### src/rtl/sort_seq_ctrl_pkg.sv
// Shared types for the packet sort sequencer:
// clogb2 helper, FSM state encoding, sort direction constants.
package sort_pkg;

  function automatic int clogb2(input int n);
    int r;
    r = 0;
    while ((1 << r) < n) r++;
    return r;
  endfunction

  typedef enum logic [2:0] {
    IDLE,
    LOAD,
    DISCARD,
    SORT,
    OUTPUT
  } state_t;

  localparam bit CMP_ASC  = 1'b1;
  localparam bit CMP_DESC = 1'b0;

endpackage

### src/rtl/sort_seq_ctrl_if.sv
// Stream bundle for the sort sequencer: sink beats in, sorted words out.
// slave = sequencer view, master = producer/consumer view.
interface sort_seq_ctrl_if #(
  parameter int DATA_WIDTH = 8
) ();

  logic                  snk_valid;
  logic                  snk_sop;
  logic                  snk_eop;
  logic [DATA_WIDTH-1:0] snk_data;
  logic                  snk_ready;

  logic                  src_valid;
  logic                  src_sop;
  logic                  src_eop;
  logic [DATA_WIDTH-1:0] src_data;

  modport slave (
    input  snk_valid,
    input  snk_sop,
    input  snk_eop,
    input  snk_data,
    output snk_ready,
    output src_valid,
    output src_sop,
    output src_eop,
    output src_data
  );

  modport master (
    output snk_valid,
    output snk_sop,
    output snk_eop,
    output snk_data,
    input  snk_ready,
    input  src_valid,
    input  src_sop,
    input  src_eop,
    input  src_data
  );

endinterface

### src/rtl/sort_cmp_swap.sv
// Compare-swap cell: a/b in, out_a/out_b in requested order.
// swap is high only when a and b are strictly out of order.
module sort_cmp_swap
  import sort_pkg::*;
#(
  parameter int DATA_WIDTH = 8,
  parameter bit ASCENDING  = CMP_ASC
) (
  input  logic [DATA_WIDTH-1:0] a,
  input  logic [DATA_WIDTH-1:0] b,
  output logic [DATA_WIDTH-1:0] out_a,
  output logic [DATA_WIDTH-1:0] out_b,
  output logic                  swap
);

  assign swap  = (ASCENDING == CMP_ASC) ? (a > b) : (a < b);
  assign out_a = swap ? b : a;
  assign out_b = swap ? a : b;

endmodule

### src/rtl/sort_seq_ctrl.sv
// Packet sort sequencer: load one packet, bubble sort in place, stream out.
// Ports: snk_clock/snk_reset, io (stream bundle), busy, pkt_len, err_overflow.
module sort_seq_ctrl
  import sort_pkg::*;
#(
  parameter int DATA_WIDTH = 8,
  parameter int MAX_LENGTH = 16,
  parameter bit ASCENDING  = CMP_ASC,
  localparam int IW = clogb2(MAX_LENGTH),
  localparam int LW = IW + 1
) (
  input  logic           snk_clock,
  input  logic           snk_reset,
  sort_seq_ctrl_if.slave io,
  output logic           busy,
  output logic [LW-1:0]  pkt_len,
  output logic           err_overflow
);

  typedef logic [DATA_WIDTH-1:0] word_t;

  word_t buf_q [MAX_LENGTH];

  state_t state_q, state_d;

  logic [LW-1:0] cnt_q, cnt_d;
  logic [LW-1:0] len_q, len_d;
  logic [LW-1:0] pass_q, pass_d;
  logic [LW-1:0] oidx_q, oidx_d;
  logic [IW-1:0] idx_q, idx_d;
  logic          swp_q, swp_d;

  logic  vld_q, vld_d;
  logic  sop_q, sop_d;
  logic  eop_q, eop_d;
  word_t dat_q, dat_d;
  logic  err_q, err_d;

  logic          wr_en;
  logic [IW-1:0] wr_idx;
  logic          sw_en;

  word_t cmp_a, cmp_b;
  word_t cmp_oa, cmp_ob;
  logic  cmp_sw;

  logic          accept;
  logic [LW-1:0] lim;
  logic          last_cmp;
  logic          final_pass;
  logic          sorted;

  assign io.snk_ready = !snk_reset &&
                        (state_q == IDLE ||
                         state_q == LOAD ||
                         state_q == DISCARD);

  assign accept = io.snk_valid && io.snk_ready;

  assign cmp_a = buf_q[idx_q];
  assign cmp_b = buf_q[idx_q + IW'(1)];

  sort_cmp_swap #(
    .DATA_WIDTH (DATA_WIDTH),
    .ASCENDING  (ASCENDING)
  ) u_cmp (
    .a     (cmp_a),
    .b     (cmp_b),
    .out_a (cmp_oa),
    .out_b (cmp_ob),
    .swap  (cmp_sw)
  );

  // Last index of this pass is len-2-p.
  assign lim        = len_q - LW'(2) - pass_q;
  assign last_cmp   = ({1'b0, idx_q} == lim);
  assign final_pass = (pass_q == len_q - LW'(2));
  assign sorted     = last_cmp &&
                      (!(swp_q || cmp_sw) || final_pass);

  always_comb begin
    state_d = state_q;
    cnt_d   = cnt_q;
    len_d   = len_q;
    pass_d  = pass_q;
    idx_d   = idx_q;
    swp_d   = swp_q;
    oidx_d  = oidx_q;
    vld_d   = 1'b0;
    sop_d   = 1'b0;
    eop_d   = 1'b0;
    dat_d   = dat_q;
    err_d   = 1'b0;
    wr_en   = 1'b0;
    wr_idx  = cnt_q[IW-1:0];
    sw_en   = 1'b0;

    // Sort counters start from zero on entry.
    if (state_q != SORT) begin
      pass_d = '0;
      idx_d  = '0;
      swp_d  = 1'b0;
    end

    unique case (state_q)
      IDLE, LOAD: begin
        if (accept) begin
          if (io.snk_sop) begin
            wr_en  = 1'b1;
            wr_idx = '0;
            cnt_d  = LW'(1);
            if (io.snk_eop) begin
              len_d   = LW'(1);
              state_d = OUTPUT;
              vld_d   = 1'b1;
              sop_d   = 1'b1;
              eop_d   = 1'b1;
              dat_d   = io.snk_data;
            end else begin
              state_d = LOAD;
            end
          end else if (state_q == LOAD) begin
            wr_en = 1'b1;
            if (io.snk_eop) begin
              len_d   = cnt_q + LW'(1);
              state_d = SORT;
            end else if (cnt_q == LW'(MAX_LENGTH - 1)) begin
              len_d   = LW'(MAX_LENGTH);
              err_d   = 1'b1;
              state_d = DISCARD;
            end else begin
              cnt_d = cnt_q + LW'(1);
            end
          end
        end
      end
      DISCARD: begin
        if (accept && io.snk_eop) begin
          state_d = SORT;
        end
      end
      SORT: begin
        sw_en = cmp_sw;
        if (last_cmp) begin
          if (sorted) begin
            state_d = OUTPUT;
            oidx_d  = LW'(1);
            vld_d   = 1'b1;
            sop_d   = 1'b1;
            // Final compare may rewrite buf[0].
            dat_d   = (idx_q == '0) ? cmp_oa : buf_q[0];
          end else begin
            pass_d = pass_q + LW'(1);
            idx_d  = '0;
            swp_d  = 1'b0;
          end
        end else begin
          idx_d = idx_q + IW'(1);
          swp_d = swp_q | cmp_sw;
        end
      end
      OUTPUT: begin
        if (eop_q) begin
          state_d = IDLE;
        end else begin
          vld_d  = 1'b1;
          dat_d  = buf_q[oidx_q[IW-1:0]];
          eop_d  = (oidx_q == len_q - LW'(1));
          oidx_d = oidx_q + LW'(1);
        end
      end
      default: state_d = IDLE;
    endcase
  end

  always_ff @(posedge snk_clock) begin
    if (snk_reset) begin
      state_q <= IDLE;
      cnt_q   <= '0;
      len_q   <= '0;
      pass_q  <= '0;
      oidx_q  <= '0;
      idx_q   <= '0;
      swp_q   <= 1'b0;
      vld_q   <= 1'b0;
      sop_q   <= 1'b0;
      eop_q   <= 1'b0;
      dat_q   <= '0;
      err_q   <= 1'b0;
    end else begin
      state_q <= state_d;
      cnt_q   <= cnt_d;
      len_q   <= len_d;
      pass_q  <= pass_d;
      oidx_q  <= oidx_d;
      idx_q   <= idx_d;
      swp_q   <= swp_d;
      vld_q   <= vld_d;
      sop_q   <= sop_d;
      eop_q   <= eop_d;
      dat_q   <= dat_d;
      err_q   <= err_d;
    end
  end

  always_ff @(posedge snk_clock) begin
    if (wr_en) begin
      buf_q[wr_idx] <= io.snk_data;
    end
    if (sw_en) begin
      buf_q[idx_q]          <= cmp_oa;
      buf_q[idx_q + IW'(1)] <= cmp_ob;
    end
  end

  assign io.src_valid = vld_q;
  assign io.src_sop   = sop_q;
  assign io.src_eop   = eop_q;
  assign io.src_data  = dat_q;

  assign busy         = (state_q == SORT) ||
                        (state_q == OUTPUT);
  assign pkt_len      = len_q;
  assign err_overflow = err_q;

endmodule
### src/flat_wrapper.sv
// flat-port wrapper written by rule: the top's interface ports become plain ports
module sort_seq_ctrl_flat import sort_pkg::*;
#(
  parameter int DATA_WIDTH = 8,
  parameter int MAX_LENGTH = 16,
  parameter bit ASCENDING  = CMP_ASC,
  localparam int IW = clogb2(MAX_LENGTH),
  localparam int LW = IW + 1
)
  (snk_clock, snk_reset, busy, pkt_len, err_overflow, io_snk_valid, io_snk_sop, io_snk_eop, io_snk_data, io_snk_ready, io_src_valid, io_src_sop, io_src_eop, io_src_data);
  sort_seq_ctrl_if #(.DATA_WIDTH(DATA_WIDTH)) io_i ();
  input  logic snk_clock;
  input  logic snk_reset;
  output logic busy;
  output logic [LW-1:0] pkt_len;
  output logic err_overflow;
  input wire logic [$bits(io_i.snk_valid)-1:0] io_snk_valid;
  input wire logic [$bits(io_i.snk_sop)-1:0] io_snk_sop;
  input wire logic [$bits(io_i.snk_eop)-1:0] io_snk_eop;
  input wire logic [$bits(io_i.snk_data)-1:0] io_snk_data;
  output wire logic [$bits(io_i.snk_ready)-1:0] io_snk_ready;
  output wire logic [$bits(io_i.src_valid)-1:0] io_src_valid;
  output wire logic [$bits(io_i.src_sop)-1:0] io_src_sop;
  output wire logic [$bits(io_i.src_eop)-1:0] io_src_eop;
  output wire logic [$bits(io_i.src_data)-1:0] io_src_data;
  assign io_i.snk_valid = io_snk_valid;
  assign io_i.snk_sop = io_snk_sop;
  assign io_i.snk_eop = io_snk_eop;
  assign io_i.snk_data = io_snk_data;
  assign io_snk_ready = io_i.snk_ready;
  assign io_src_valid = io_i.src_valid;
  assign io_src_sop = io_i.src_sop;
  assign io_src_eop = io_i.src_eop;
  assign io_src_data = io_i.src_data;
  sort_seq_ctrl #(.DATA_WIDTH(DATA_WIDTH), .MAX_LENGTH(MAX_LENGTH), .ASCENDING(ASCENDING)) u_core (.snk_clock(snk_clock), .snk_reset(snk_reset), .io(io_i), .busy(busy), .pkt_len(pkt_len), .err_overflow(err_overflow));
endmodule
### config.mk
export PLATFORM = sky130hd
export DESIGN_NAME = sort_seq_ctrl_flat
export DESIGN_NICKNAME = d
export VERILOG_FILES = /design/src/rtl/sort_seq_ctrl_pkg.sv /design/src/rtl/sort_seq_ctrl_if.sv /design/src/rtl/sort_cmp_swap.sv /design/src/rtl/sort_seq_ctrl.sv /design/src/flat_wrapper.sv
export SDC_FILE = /design/constraint.sdc
export NUM_CORES = 1
export LEC_CHECK = 0
export ABC_AREA = 1
export CORE_UTILIZATION = 40
export CTS_CLUSTER_DIAMETER = 120
export DETAILED_ROUTE_END_ITERATION = 10
export GPL_ROUTABILITY_DRIVEN = 1
export SETUP_SLACK_MARGIN = 0.1
export SLEW_MARGIN = 20
export SYNTH_ARGS = -nofsm -noshare
export SYNTH_HDL_FRONTEND = slang
export SYNTH_SLANG_ARGS = --single-unit
### constraint.sdc
create_clock -name snk_clock -period 5.86 [get_ports snk_clock]
set_input_delay 1.465 -clock snk_clock [delete_from_list [all_inputs] [get_ports snk_clock]]
set_output_delay 1.465 -clock snk_clock [all_outputs]
set_load 0.02 [all_outputs]
# Word-level counts from Yosys, hierarchy flattened
# Memory sizes are Yosys's and may differ from the RTL's. A register that Yosys moved wholly into a read port is not among the register bits.
# Index checks and enable logic that the tools add are counted.
[totals]
output_inout_bits = 19
reg_bits = 40
wordCells = 147
memories = 1
ram_bits = 128
[classes]
add_sub_neg = 7
n_bitwise = 4
n_eq_ne = 22
reduce_logical = 25
n_mux = 75
n_lt_le_gt_ge = 1
[memory_table]
columns = ["name", "depth", "word_bits", "rd", "rd_ports_with_merged_regs", "wr", "line", "source"]
rows = [
  ["u_core.buf_q", 16, 8, 4, 2, 2, "sort_seq_ctrl.sv:22", "word_t buf_q [MAX_LENGTH];"],
]
[ops]
columns = ["cell", "count"]
rows = [
  ["5-bit two-way mux", 16],
  ["8-bit two-way mux", 10],
  ["4-bit two-way mux", 11],
  ["3-bit two-way mux", 10],
  ["8-bit one-hot mux with 3 select lines", 1],
  ["1-bit two-way mux", 22],
  ["5-bit by 1-bit adder with 5-bit output (second input constant)", 3],
  ["7-bit AND reduction", 2],
  ["2-bit != test (second input constant)", 6],
  ["3-bit one-hot mux with 4 select lines", 1],
  ["5-bit == test", 2],
  ["2-bit by 1-bit != test with 1-bit output (second input constant)", 5],
  ["5-bit one-hot mux with 2 select lines", 1],
  ["5-bit AND reduction", 2],
  ["8-bit greater-than comparator", 1],
  ["8-bit OR reduction", 1],
  ["3-bit by 2-bit == test with 1-bit output (second input constant)", 2],
  ["3-bit by 2-bit != test with 1-bit output (second input constant)", 2],
  ["2-bit nonzero test", 3],
  ["6-bit OR reduction", 1],
  ["4-bit by 5-bit == test with 1-bit output", 1],
  ["5-bit by 4-bit == test with 1-bit output (second input constant)", 1],
  ["1-bit logical OR", 5],
  ["5-bit by 1-bit subtractor with 5-bit output (second input constant)", 1],
  ["17 further kinds", 24],
]

# Depth between registers and ports, before layout
# An unclocked memory read counts as a cell.
[depth]
ltp_word = 12
ltp_mapped = 29
depth_no_buf = 25

# Hierarchy
# A second synthesis with hierarchy kept.
[unflattened]
cells_unflattened = 1753
area_unflattened_um2 = 12431.9
[by_module_without_submodules]
columns = ["module", "area_each_um2", "seq_area_each_um2", "cells_per_inst", "instances"]
rows = [
  ["sort_seq_ctrl", 11950.2, 4724.5, 1665, 1],
  ["sort_cmp_swap", 481.7, 0.0, 88, 1],
]

# Worst setup path after synthesis
# OpenSTA, ideal clock, no wires.
[synth_path]
path_type = "register -> register"
startpoint = "register u_core.idx_q[1]"
endpoint = "memory u_core.buf_q[5][0] (netlist bit), enable pin"
arrival_ns = 4.145
synth_period_minus_slack_ns = 4.529
path_buffers = 5
stages_incl_launch_ff = 25
slack_ns = 1.331
path_cell_list = "dfxtp_1 -> buf_2 -> inv_1 -> buf_2 -> ha_1 -> buf_2 -> inv_1 -> clkbuf_1 -> o211ai_1 -> nand3_1 -> nand3_1 -> nand2_2 -> clkinv_2 -> ha_1 -> a21o_1 -> nor2_1 -> nand2_1 -> nand2_2 -> inv_1 -> nand2_2 -> buf_2 -> nand3_1 -> nand2_1 -> nand2_1 -> o21ai_0"
[synth_rtl]
columns = ["item", "line", "source"]
rows = [
  ["start, declared", "sort_seq_ctrl.sv:30", "logic [IW-1:0] idx_q, idx_d;"],
  ["start signal, assigned", "sort_seq_ctrl.sv:196", "idx_q <= idx_d;"],
  ["end, declared", "sort_seq_ctrl.sv:22", ""],
]

==> qor.txt <==
YS warnings: 0
Peak VDD IR: 0.223 mV
Synth async-reset ratio: 0
Layout cells sized above 1: 0.0674
Synth Area in Compound Gates: 0.178
Core ar.: 31800 um2
Final instance area: 14100 um2
Max H-tree Level: 4
Synth Area in XOR/XNOR: 0.0129
Clk_lat worst skew: 470 ps
Worst Slack Setup Final: 830 ps
Leakage power: 0.00587 uW
CTS Buf Count: 17
Area share of fa/ha/maj cells after synthesis: 0.0285
Starting DRT DRC Count: 1969
Setup TNS: 0 ps
Final net count: 1855
# fillers: 3281
# clock sinks: 172
Largest net degree at the start of global routing: 90
Area fraction in and, or, nand and nor cells after synthesis: 0.306
Reg2reg setup slack: 830 ps
Drt total wl: 51.0 mm
DRT Pass-1 Iters: 6
Status: completed
CP required: 5930 ps
Clk root buf: clkbuf_16
Initial Util: 0.409
Mux contribution to synthesized area: 0
Width of the die: 182 um
Layout area overhead: 8.33%
CP Launch Type: flip-flop
DP Worst Slack: 965 ps
Wire per inst: 22.6 um
Crit. End Element: flip-flop
DRT antenna net count: 0
Yosys reg bits: 172
Synth area leaders: edfxtp_1 30%, nand2_1 14%, nand3_1 13%
Number of max-cap violations: 0
Gr usage total: 0.311
Final critical-path required period: 5030 ps
Die Ht: 182 um
Power density over the cells: 287 nW/um2
Site Rows: 65
RSZ-0062 raised after global routing: false
Total power: 4040 uW
CTS resizes: 0
Port Buffer Count: 31
Top-area cell type share of the netlist area: 0.296
HP Class: flip-flop to flip-flop
Area leader, netlist: edfxtp_1
Fmax: 199 MHz
Num ports: 32
Crit path DAT: 5100 ps
First-pass GRT wire length: 76.3 mm
GP Congestion: 1.00
Placed inst area: 13500 um2
Via-to-Cell Ratio: 5.90
Number of distinct library cells after synthesis: 42
Final Max Slew Viols: 0
Die area: 33200 um2
Synth Instances: 1857
Hold Fails Final Rpt: 0
Critical path class: flip-flop to flip-flop
Sequential-to-total area share from yosys stat: 0.363
Max_slew headroom: 0.199
Initial antenna violation count: 1
Synthesized area: 13000 um2
Syn Nets: 1899
Skew final: 20.4 ps
Clk buf depth: 2
Crit-path max FO: 19
Setup bufs post-CTS: 0
Hold bufs inserted after CTS: 0
Tcrit/Tclk final: 0.858
Number of remaining DRC errors: 0
Post-Syn Area per Cell: 7.00 um2
Number of global-route vias before repair: 12500
Worst Tran Pin Value: 1200 ps
Routed vias: 13400
CTS tree: done
Post-synth EDFFs: 128
Dpl hpwl: 34.8 mm
Total gr overflow: 0
Ys flop type: edfxtp_1
Clock-pin slew on the worst setup and hold paths: 70 ps
Setup violations, final: 0
Largest family of logic cells by synthesized area: simple AND/OR/NAND/NOR gates
-- cell type report --
type / instances / area [um2] / share of cell area
multi-input cells: 1348 / 6850 / 0.486
flip-flops and latches: 172 / 4730 / 0.336
inverters: 211 / 801 / 0.0569
repair buffers: 63 / 551 / 0.0391
well taps: 435 / 544 / 0.0387
clock buffers: 17 / 425 / 0.0302
clock inverters: 15 / 176 / 0.0125
diodes: 1 / 2.50 / 0.000178
-- sequential cells by signal (all words and copies together), names as in the netlist, named ones only --
register,count
u_core.io.src_data,8
u_core.swp_q,1
u_core.state_q,3
u_core.oidx_q,5
u_core.pkt_len,5
u_core.pass_q,5
u_core.io.src_valid,1
u_core.buf_q,128
u_core.io.src_sop,1
u_core.idx_q,4
u_core.err_overflow,1
u_core.io.src_eop,1
u_core.cnt_q,5
-- metal layers --
metal	vias up	track usage	wire length, um
met5	-	0	0
met4	0	0.177	3070
met3	183	0.0686	5570
met2	820	0.487	22600
met1	6147	0.395	19800
li1	6204	-	-
-- synthesized netlist by cell type, types with 6 or more instances --
master    number
buf_2         59
o211ai_1      97
buf_1         12
inv_1        196
dfxtp_1       44
inv_2          8
o21ai_0      114
buf_4          6
a21oi_1       73
xnor2_1        8
ha_1          28
buf_6          9
nand3_1      336
o21ai_1       76
nor2_1        68
nand2_2        9
nand2_4        6
nand2_1      472
clkbuf_1      40
o21ai_2       17
edfxtp_1     128
xor2_1         8
a31oi_1        9
-- metrics by stage --
| step | util | hold slack [ps] | std cells |
|---|---|---|---|
| 3_3_place_gp | 0.423 | 449 | 2229 |
| 3_5_place_dp | 0.424 | 455 | 2229 |
| 2_1_floorplan | - | 435 | 1857 |
| 6_report | 0.443 | 471 | 2262 |
| 4_1_cts | 0.443 | 466 | 2261 |
| 5_1_grt | 0.443 | 478 | 2261 |
-- power breakdown --
group,switching (uW),internal [uW],total [uW]
registers,125,1390,1510
clock network,581,645,1230
logic,882,419,1300
-- worst max-delay path, cell delays in order (launching register included) --
cell and delay (ps):
dfxtp_2 420, ha_1 280, xnor2_4 630, inv_4 260, nand3_1 160, nand3_1 130
nand2_2 100, clkinv_2 80, ha_1 300, nand2_1 70, nor2_1 150, nand2_1 70
nand2_1 70, nand2_2 90, inv_1 100, nand2_2 250, nand2_1 260, nand2_1 250
o21ai_1 920
-- path summary, 6_finish.rpt --
kind,from,end,cells after the start
min,u_core.swp_q$_SDFF_PP0_,u_core.swp_q$_SDFF_PP0_,2
max,u_core.idx_q[1]$_SDFF_PP0_,u_core.buf_q[4][3]$_DFFE_PP_,18
max reg2reg,u_core.idx_q[1]$_SDFF_PP0_,u_core.buf_q[4][3]$_DFFE_PP_,18
min reg2reg,u_core.swp_q$_SDFF_PP0_,u_core.swp_q$_SDFF_PP0_,2
-- kinds of logic after synthesis --
family                     count (synthesis)
and+or+nand+nor                          908
xor gates and xnor gates                  17
adders and majority gates                 29
DFF                                      172
buffers and inverters                    337
AOI/OAI and AO/OA                        394
-- layout by cell type (no fill, tap or decap), drive strengths merged --
cell / instances
nor2: 71
o211ai: 97
o21ai: 208
clkinv: 7
or2: 1
a31oi: 9
o21bai: 1
a21oi: 73
diode: 1
nand2: 487
inv: 215
buf: 32
nand4: 1
edfxtp: 128
nor3: 8
nand2b: 1
o31ai: 1
fa: 1
a21o: 2
xnor2: 9
clkinvlp: 2
nand3: 338
clkdlybuf4s50: 31
dfxtp: 44
ha: 28
clkbuf: 17
bufinv: 2
nor4: 1
xor2: 8
a211oi: 3
(Power assumes the default switching activity.)
